==> config.mk <==
export PLATFORM = sky130hd
export DESIGN_NAME = lsm_step_sequencer
export DESIGN_NICKNAME = d
export VERILOG_FILES = /design/src/rtl/lsm_pkg.sv /design/src/rtl/lsm_credit_counter.sv /design/src/rtl/lsm_step_sequencer.sv
export SDC_FILE = /design/constraint.sdc
export NUM_CORES = 1
export LEC_CHECK = 0
export CAP_MARGIN = 10
export CORE_ASPECT_RATIO = 1.4
export CORE_UTILIZATION = 45
export CTS_BUF_LIST = sky130_fd_sc_hd__clkbuf_4
export CTS_CLUSTER_DIAMETER = 200
export CTS_CLUSTER_SIZE = 14
export DETAILED_ROUTE_END_ITERATION = 12
export PLACE_DENSITY = 0.82
export REMOVE_ABC_BUFFERS = 1
export SETUP_SLACK_MARGIN = 0.3
export SYNTH_ARGS = -nofsm -noshare
export SYNTH_HDL_FRONTEND = slang
export SYNTH_HIERARCHICAL = 1
export SYNTH_SLANG_ARGS = --single-unit
export TNS_END_PERCENT = 100
==> constraint.sdc <==
create_clock -name clk -period 4.25 [get_ports clk]
set_clock_uncertainty 0.05 [all_clocks]
set_input_delay 0.6375 -clock clk [delete_from_list [all_inputs] [get_ports clk]]
set_output_delay 0.6375 -clock clk [all_outputs]
set_load 0.05 [all_outputs]
==> src/rtl/lsm_pkg.sv <==
// lsm_pkg: shared types, constants and FSM states for the LSM decision datapath
package lsm_pkg;
    localparam int QINT          = 16;
    localparam int QFRAC         = 16;
    localparam int DEF_WIDTH     = QINT + QFRAC;
    localparam int DEF_MAX_PATHS = 4096;
    localparam int DEF_MAX_STEPS = 256;
    localparam int DEF_MAX_OUT   = 8;
    localparam int PATH_W        = $clog2(DEF_MAX_PATHS);
    localparam int PATH_CNT_W    = $clog2(DEF_MAX_PATHS + 1);
    localparam int STEP_W        = $clog2(DEF_MAX_STEPS);
    localparam int STEP_CNT_W    = $clog2(DEF_MAX_STEPS + 1);
    typedef logic signed [DEF_WIDTH-1:0] beta_t;
    typedef beta_t [0:2] beta_vec_t;
    typedef enum logic [2:0] {S_IDLE, S_WAIT_BETA, S_ISSUE, S_DRAIN, S_FINISH} state_t;
endpackage

==> src/rtl/lsm_credit_counter.sv <==
// lsm_credit_counter: issued-but-unreturned transaction count with a full flag
module lsm_credit_counter #(
    parameter int MAX = 8,
    parameter int CW  = $clog2(MAX + 1)
) (
    input  logic          clk,
    input  logic          rst,
    input  logic          inc,
    input  logic          dec,
    output logic [CW-1:0] count,
    output logic          full
);
    // an issue and a return in the same cycle cancel out
    always_ff @(posedge clk) begin
        if (rst) count <= '0;
        else if (inc && !dec) count <= count + CW'(1);
        else if (dec && !inc) count <= count - CW'(1);
    end
    assign full = count == CW'(MAX);
endmodule

==> src/rtl/lsm_step_sequencer.sv <==
// lsm_step_sequencer: backward-induction step controller feeding lsm_decision
module lsm_step_sequencer
    import lsm_pkg::*;
#(
    parameter int WIDTH     = DEF_WIDTH,
    parameter int MAX_PATHS = DEF_MAX_PATHS,
    parameter int MAX_STEPS = DEF_MAX_STEPS,
    parameter int MAX_OUT   = DEF_MAX_OUT
) (
    input  logic                              clk,
    input  logic                              rst,
    input  logic                              start,
    input  logic [$clog2(MAX_PATHS+1)-1:0]    num_paths,
    input  logic [$clog2(MAX_STEPS+1)-1:0]    num_steps,
    output logic                              busy,
    output logic                              done,
    output logic [$clog2(MAX_STEPS)-1:0]      step_idx,
    input  logic                              beta_valid,
    output logic                              beta_ready,
    input  logic signed [3*WIDTH-1:0]         beta_in,
    output logic signed [3*WIDTH-1:0]         beta_out,
    output logic                              dec_valid,
    input  logic                              dec_ready,
    output logic [$clog2(MAX_PATHS)-1:0]      dec_path_idx,
    input  logic                              res_valid,
    output logic                              res_ready,
    output logic                              pv_wr_en,
    output logic [$clog2(MAX_PATHS)-1:0]      pv_wr_addr,
    input  logic                              pv_wr_ready
);
    localparam int PW  = $clog2(MAX_PATHS);
    localparam int PCW = $clog2(MAX_PATHS + 1);
    localparam int SW  = $clog2(MAX_STEPS);
    localparam int SCW = $clog2(MAX_STEPS + 1);
    localparam int OW  = $clog2(MAX_OUT + 1);
    state_t         r_state;
    logic [PCW-1:0] r_num_paths;
    logic [PCW-1:0] r_issue_cnt;
    logic [PCW-1:0] r_ret_cnt;
    logic [OW-1:0]  w_out;
    logic           w_full;
    logic           w_active;
    logic           w_issue;
    logic           w_acc;
    logic           w_last_issue;
    logic           w_ret_done;
    assign w_active     = (r_state == S_ISSUE) || (r_state == S_DRAIN);
    assign beta_ready   = r_state == S_WAIT_BETA;
    assign dec_valid    = (r_state == S_ISSUE) && (r_issue_cnt < r_num_paths) && !w_full;
    assign dec_path_idx = r_issue_cnt[PW-1:0];
    assign res_ready    = w_active && pv_wr_ready;
    assign w_acc        = res_valid && res_ready && (w_out != '0);
    assign pv_wr_en     = w_acc;
    assign pv_wr_addr   = r_ret_cnt[PW-1:0];
    assign w_issue      = dec_valid && dec_ready;
    assign w_last_issue = w_issue && (r_issue_cnt + PCW'(1) == r_num_paths);
    assign w_ret_done   = (r_ret_cnt == r_num_paths) || (w_acc && (r_ret_cnt + PCW'(1) == r_num_paths));
    lsm_credit_counter #(.MAX(MAX_OUT), .CW(OW)) u_credit (
        .clk   (clk),
        .rst   (rst),
        .inc   (w_issue),
        .dec   (w_acc),
        .count (w_out),
        .full  (w_full)
    );
    // step FSM: beta capture, path issue/return counting and run bookkeeping
    always_ff @(posedge clk) begin
        if (rst) begin
            r_state     <= S_IDLE;
            r_num_paths <= '0;
            r_issue_cnt <= '0;
            r_ret_cnt   <= '0;
            step_idx    <= '0;
            beta_out    <= '0;
            busy        <= 1'b0;
            done        <= 1'b0;
        end else begin
            done <= 1'b0;
            if (w_issue) r_issue_cnt <= r_issue_cnt + PCW'(1);
            if (w_acc) r_ret_cnt <= r_ret_cnt + PCW'(1);
            case (r_state)
                S_IDLE: if (start) begin
                    busy        <= 1'b1;
                    r_num_paths <= num_paths;
                    if (num_paths == '0 || num_steps < SCW'(2)) r_state <= S_FINISH;
                    else begin
                        step_idx <= SW'(num_steps - SCW'(1));
                        r_state  <= S_WAIT_BETA;
                    end
                end
                S_WAIT_BETA: if (beta_valid) begin
                    beta_out    <= beta_in;
                    r_issue_cnt <= '0;
                    r_ret_cnt   <= '0;
                    r_state     <= S_ISSUE;
                end
                S_ISSUE: if (w_last_issue) r_state <= S_DRAIN;
                S_DRAIN: if (w_ret_done) begin
                    if (step_idx == SW'(1)) r_state <= S_FINISH;
                    else begin
                        step_idx <= step_idx - SW'(1);
                        r_state  <= S_WAIT_BETA;
                    end
                end
                S_FINISH: begin
                    done    <= 1'b1;
                    busy    <= 1'b0;
                    r_state <= S_IDLE;
                end
                default: r_state <= S_IDLE;
            endcase
        end
    end
endmodule

==> results of run 1 <==
where the power goes:
part / switching, mW / internal, mW / total, mW
clock network: 0.562 / 0.362 / 0.925
registers: 0.150 / 1.59 / 1.74
logic: 1.15 / 0.643 / 1.79
kinds of logic after synthesis:
kind of cell / count (synthesis) / synth area share
buffers and inverters: 112 / 0.07148
adder cells (fa/ha/maj): 22 / 0.03846
XOR/XNOR: 57 / 0.06790
AO/OA/AOI/OAI: 203 / 0.1584
flip-flops: 152 / 0.4139
multiplexers: 4 / 0.005786
AND/OR/NAND/NOR: 408 / 0.2440
repair_timing:
| action | 4_1_cts | 5_1_grt |
|---|---|---|
| endpoints found under the setup margin | 0 | 1 |
| resized for setup | 0 | 1 |
| buffers inserted | 0 | 0 |
final timing paths:
path | startpoint | slack (ns) | end
max reg2reg | r_num_paths[10]$_SDFFE_PP0P_ | 0.70 | u_credit/count[3]$_SDFFE_PP0P_
min reg2reg | beta_out[34]$_SDFFE_PP0P_ | 0.41 | beta_out[34]$_SDFFE_PP0P_
min | beta_out[34]$_SDFFE_PP0P_ | 0.41 | beta_out[34]$_SDFFE_PP0P_
max | r_state[1]$_SDFFE_PP0P_ | 0.66 | pv_wr_en
worst register-to-register path: stages, from the launching register on:
cell,delay (ns)
dfxtp_1,0.48
inv_1,0.11
ha_1,0.31
a21oi_1,0.13
o2111ai_1,0.17
a2111oi_0,0.38
a21oi_1,0.13
buf_4,0.22
inv_2,0.08
ha_1,0.17
inv_1,0.09
ha_1,0.32
a21oi_1,0.18
a211oi_1,0.11
a31oi_1,0.18
mux2_1,0.33
sequential cells by signal, indices dropped and copies added (netlist names):
name / flops
done: 1
busy: 1
u_credit/count: 4
step_idx: 8
r_issue_cnt: 13
beta_out: 96
r_ret_cnt: 13
r_num_paths: 13
r_state: 3
metal layers:
| layer | vias up | routed length (um) | track usage |
|---|---|---|---|
| met5 | - | 0 | 0 |
| met4 | 0 | 667 | 0.1124 |
| met3 | 44 | 2173 | 0.1092 |
| met2 | 286 | 10880 | 0.4449 |
| met1 | 3342 | 8411 | 0.2850 |
| li1 | 3610 | - | - |
synthesized netlist by cell type (2+ instances only):
library cell | number | share of area
nand2_1 | 249 | 0.13
dfxtp_1 | 152 | 0.41
a21oi_1 | 138 | 0.094
clkbuf_1 | 50 | 0.026
nor2_1 | 47 | 0.024
xnor2_1 | 35 | 0.042
buf_4 | 26 | 0.027
inv_1 | 26 | 0.013
xor2_1 | 22 | 0.026
ha_1 | 21 | 0.036
nand3_1 | 19 | 0.013
nor3_1 | 19 | 0.013
nand4_1 | 14 | 0.012
nor4_1 | 13 | 0.011
o21ai_0 | 12 | 0.0082
or3_1 | 12 | 0.010
a211oi_1 | 11 | 0.011
buf_1 | 7 | 0.0036
o211ai_1 | 7 | 0.0071
and3_1 | 6 | 0.0051
nor2b_1 | 6 | 0.0051
o21ai_1 | 6 | 0.0041
o31ai_1 | 6 | 0.0061
and2_1 | 5 | 0.0043
nand2b_1 | 5 | 0.0043
o31a_1 | 4 | 0.0048
and4_1 | 3 | 0.0036
a311o_1 | 2 | 0.0027
a31oi_1 | 2 | 0.0017
mux2_1 | 2 | 0.0031
mux2i_1 | 2 | 0.0027
nand3b_1 | 2 | 0.0020
o32ai_1 | 2 | 0.0024
o41ai_1 | 2 | 0.0024
or4_1 | 2 | 0.0020
per-stage QoR:
| stage | worst slack (ns) | utilization | cells | hold WS, ns | area (um^2) |
|---|---|---|---|---|---|
| after floorplan | 0.4922 | - | 874 | 0.4086 | 6932 |
| after global placement | 0.8911 | 0.6217 | 1336 | 0.3902 | 9829 |
| after detailed placement | 0.7726 | 0.6217 | 1336 | 0.3962 | 9829 |
| after CTS | 0.4718 | 0.6404 | 1368 | 0.4004 | 10120 |
| after global routing | 0.4580 | 0.6407 | 1369 | 0.3971 | 10130 |
| final | 0.6554 | 0.6407 | 1369 | 0.4109 | 10130 |
area by class of cell:
type | count | area, um^2 | area share
inverters | 28 | 105.1 | 0.01038
clock buffers | 17 | 127.6 | 0.01260
multi-input cells | 694 | 3796 | 0.3748
clock inverters | 15 | 167.7 | 0.01655
flip-flops and latches | 152 | 3043 | 0.3004
well taps | 196 | 245.2 | 0.02421
repair buffers | 266 | 2643 | 0.2609
diodes | 1 | 2.502 | 0.0002470
==> flow_metrics.tcl, run 1 <==
set metrics [dict create \
    outcome "completed" \
    grt-ovfl-total 0 \
    hold_buffers 0 \
    row_count 54 \
    rsz0062_at_grt "false" \
    nets 1306 \
    die_w_um 110.0 \
    yosys_most_used_dff "dfxtp_1" \
    die_h_um 153.2 \
    setup_violations 0 \
    dr.pass1.iters 5 \
    path_depth 6 \
    cp_max_fo 14 \
    yosysSeqAreaShare 0.4139 \
    area_growth_syn_to_layout_pct 37.78 \
    cts_sinks 152 \
    startpoint_type "register" \
    yosys_warnings 6 \
    max_freq_mhz 278.2 \
    synth_area_um2 7352 \
    clk_pin_slew_worst_paths_ns 0.13 \
    maxSlewViolCount 0 \
    power.density_nw_per_um2 440.0 \
    fill_cells 1388 \
    cts_root_buffer "clkbuf_4" \
    ant_nets 0 \
    drc 0 \
    tritoncts "done" \
    tns_ns 0 \
    dpl.hpwl_um 16350 \
    synth_cell_type_count 56 \
    timing.final.crit_share 0.8458 \
    min_path_cells 2 \
    cts_buffers 17 \
    tightest_slew_ns 1.033 \
    max_cap_violations 0 \
    power.total_mw 4.457 \
    ios 259 \
    path_buf_inv 3 \
    start_util 0.4650 \
    coreArea_um2 15810 \
    dr_total_vias 7282 \
    wl_per_cell_um 16.17 \
    cp.arrival_ns 2.91 \
    port_buffers 258 \
    postSynthCellCount 958 \
    max-vdd-ir-drop_mv 0.3338 \
    slew_headroom 0.3113 \
    critPathMaxStageDelay_ns 0.84 \
    p_leak_nw 3.555 \
    clock_path_buffers 2 \
    synth-seq-cells 152 \
    synthArstFlopShare 0 \
    layout-drive-gt1-share 0.03925 \
    setup.worst_path.end_class "output pin" \
    finalCriticalPeriod_ns 3.595 \
    grt_pass1_vias 6925 \
    track_usage 0.2640 \
    final_common_cell "clkdlybuf4s50_1" \
    hold_class "register to register" \
    clkLatencyLatePin_ns 0.54 \
    grt_pass1_wl_um 34440 \
    crit_type "register to output pin" \
    gp_congestion 0.9383 \
    die-area_um2 16860 \
    synth_edf_count 0 \
    antenna_found_initial 1 \
    crit_chain "nor2b_1 > and2_1 > nand3_1 > buf_4 > inv_1 > clkdlybuf4s50_1" \
    avgSynthCellArea_um2 7.674 \
    grt_max_degree 100 \
    final_cell_mix "clkdlybuf4s50_1 (256), nand2_1 (248), dfxtp_1 (152)" \
    hold_viol_final 0 \
    finalWirelength_um 22130 \
    path_delay_family "buffers and inverters" \
    worstPathRequired_ns 3.56 \
    via_per_inst 5.319 \
    slowest_stage "clkdlybuf4s50_1" \
    htree_levels 4 \
    drt_iter0_markers 411 \
    rr_worst_depth 15 \
]
Note: power is estimated with default switching activity, not from simulation.
==> run 2: changes to the inputs <==
==> constraint.sdc (replaced) <==
create_clock -name clk -period 3.4 [get_ports clk]
set_clock_uncertainty 0.05 [all_clocks]
set_input_delay 0.51 -clock clk [delete_from_list [all_inputs] [get_ports clk]]
set_output_delay 0.51 -clock clk [all_outputs]
set_load 0.05 [all_outputs]
==> run 2 against run 1 <==
Compared with the run above: worst setup slack got worse by 0.29 ns; critical path depth down 2; critical path type unchanged; register-to-register slack worse by 0.31 ns; via count up 3.7%.
==> flow_metrics.tcl, run 2 (same netlist as run 1, synthesis figures left out) <==
set metrics [dict create \
    drc 0 \
    row_count 54 \
    dpl_worst_slack_ns 0.1264 \
    port_buffers 258 \
    dp_cells 1359 \
    final_common_cell "clkdlybuf4s50_1" \
    outcome "completed" \
    cp.arrival_ns 2.48 \
    die_h_um 153.2 \
    cts_root_buffer "clkbuf_4" \
    r2r-start "r_state[2]$_SDFFE_PP0P_" \
    min_path_cells 2 \
    p_leak_nw 3.693 \
    nets 1330 \
    grt_pass1_vias 7021 \
    dpl.hpwl_um 16930 \
    htree_levels 4 \
    top_register "beta_out" \
    area_growth_syn_to_layout_pct 41.42 \
    maxSlewViolCount 0 \
    coreArea_um2 15810 \
    cp_max_fo 9 \
    tns_ns 0 \
    final_cell_area_um2 10400 \
    placed_area_um2 10010 \
    grt-ovfl-total 0 \
    ant_nets 0 \
    critPathMaxStageDelay_ns 0.80 \
    die_w_um 110.0 \
    fill_cells 1364 \
    clk_pin_slew_worst_paths_ns 0.17 \
    crit_start "r_state[2]$_SDFFE_PP0P_" \
    grt_pass1_wl_um 35970 \
    clkLatencyLatePin_ns 0.59 \
    rr_worst_depth 13 \
    via_per_inst 5.421 \
    hold_class "primary input to register" \
    gp_congestion 0.9939 \
    worstPathRequired_ns 2.84 \
    max_cap_violations 0 \
    antenna_found_initial 1 \
    setup.worst_path.end_class "output pin" \
    hold_buffers 0 \
    tritoncts "done" \
    rsz0062_at_grt "true" \
    hold_viol_final 0 \
    finalWirelength_um 23060 \
    drt_iter0_markers 543 \
    dr_total_vias 7552 \
    tightest_slew_ns 0.8568 \
    layout-drive-gt1-share 0.07441 \
    startpoint_type "register" \
    track_usage 0.2766 \
    timing.final.crit_share 0.8935 \
    clock_path_buffers 2 \
    final_cell_mix "clkdlybuf4s50_1 (255), nand2_1 (248), dfxtp_1 (147)" \
    die-area_um2 16860 \
    power.density_nw_per_um2 553.2 \
    largest_reg_flops 96 \
    hp-start "rst" \
    r2r_end "u_credit/count[3]$_SDFFE_PP0P_" \
    grt_max_degree 83 \
    layout_setup_ws_ns 0.3619 \
    max_freq_mhz 329.2 \
    crit_type "register to output pin" \
    crit_chain "nor2b_1 > buf_4 > and2_1 > clkdlybuf4s50_1" \
    ios 259 \
    finalCriticalPeriod_ns 3.038 \
    start_util 0.4650 \
    cts_sinks 152 \
    fin_cells 1393 \
    reg2reg_setup_slack_ns 0.39 \
    hold_path_end "beta_out[88]$_SDFFE_PP0P_" \
    dr.pass1.iters 6 \
    setup_violations 0 \
    cts_buffers 17 \
    slew_headroom 0.4288 \
    slowest_stage "clkdlybuf4s50_1" \
    wl_per_cell_um 16.56 \
    max-vdd-ir-drop_mv 0.3530 \
]
[run 2: area by class of cell]
class	instances	area [um^2]	area share
clock inverter	15	178.9	0.01721
timing repair buffer	290	2828	0.2720
antenna	1	2.502	0.0002407
tap	196	245.2	0.02359
inverter	28	105.1	0.01011
clock buffer	17	127.6	0.01227
sequential	152	3049	0.2933
multi-input combinational	694	3861	0.3714
[run 2: metrics by stage]
stage | power (mW) | hold slack (ns) | utilization
after floorplan | 3.619 | 0.4086 | -
after global placement | 4.488 | 0.3900 | 0.6333
after detailed placement | 4.506 | 0.3953 | 0.6333
after CTS | 5.731 | 0.3288 | 0.6532
after global routing | 6.070 | 0.3248 | 0.6576
final | 5.752 | 0.3508 | 0.6576
[run 2: worst max path at each step]
| stage | endpoint | slack [ns] | depth (start not counted) |
|---|---|---|---|
| floorplan | u_credit/count[3]$_SDFFE_PP0P_ | -0.36 | 14 |
| global placement | u_credit/count[3]$_SDFFE_PP0P_ | 0.28 | 14 |
| detailed placement | u_credit/count[3]$_SDFFE_PP0P_ | 0.13 | 14 |
| CTS | u_credit/count[3]$_SDFFE_PP0P_ | 0.30 | 14 |
| global route | dec_valid | 0.26 | 8 |
| finish | res_ready | 0.36 | 4 |
[run 2: timing repair]
action / CTS / global route
resized for setup: 9 / 18
buffers inserted: 1 / 0
setup endpoints to repair: 2 / 3
pin swaps: 2 / 1
[run 2: metal layers]
layer  share of wire  global-route usage  up-vias  wire, um
met5               0                   0        -         0
met4           0.035              0.1060        0       802
met3           0.099             0.09808       60      2276
met2            0.49              0.4676      341     11250
met1            0.38              0.3124     3485      8739
li1                -                   -     3666         -
[run 2: report_power, final]
group	switching, mW	total (mW)	internal, mW
combinational	1.52	2.39	0.864
clock	0.759	1.23	0.468
sequential	0.145	2.14	1.99
[run 2: worst max-delay path, delay by kind of cell, from the launching register on]
kind,cells,cell delay (ns)
buffers and inverters,2,1.01
and+or+nand+nor,2,0.49
DFF,1,0.41
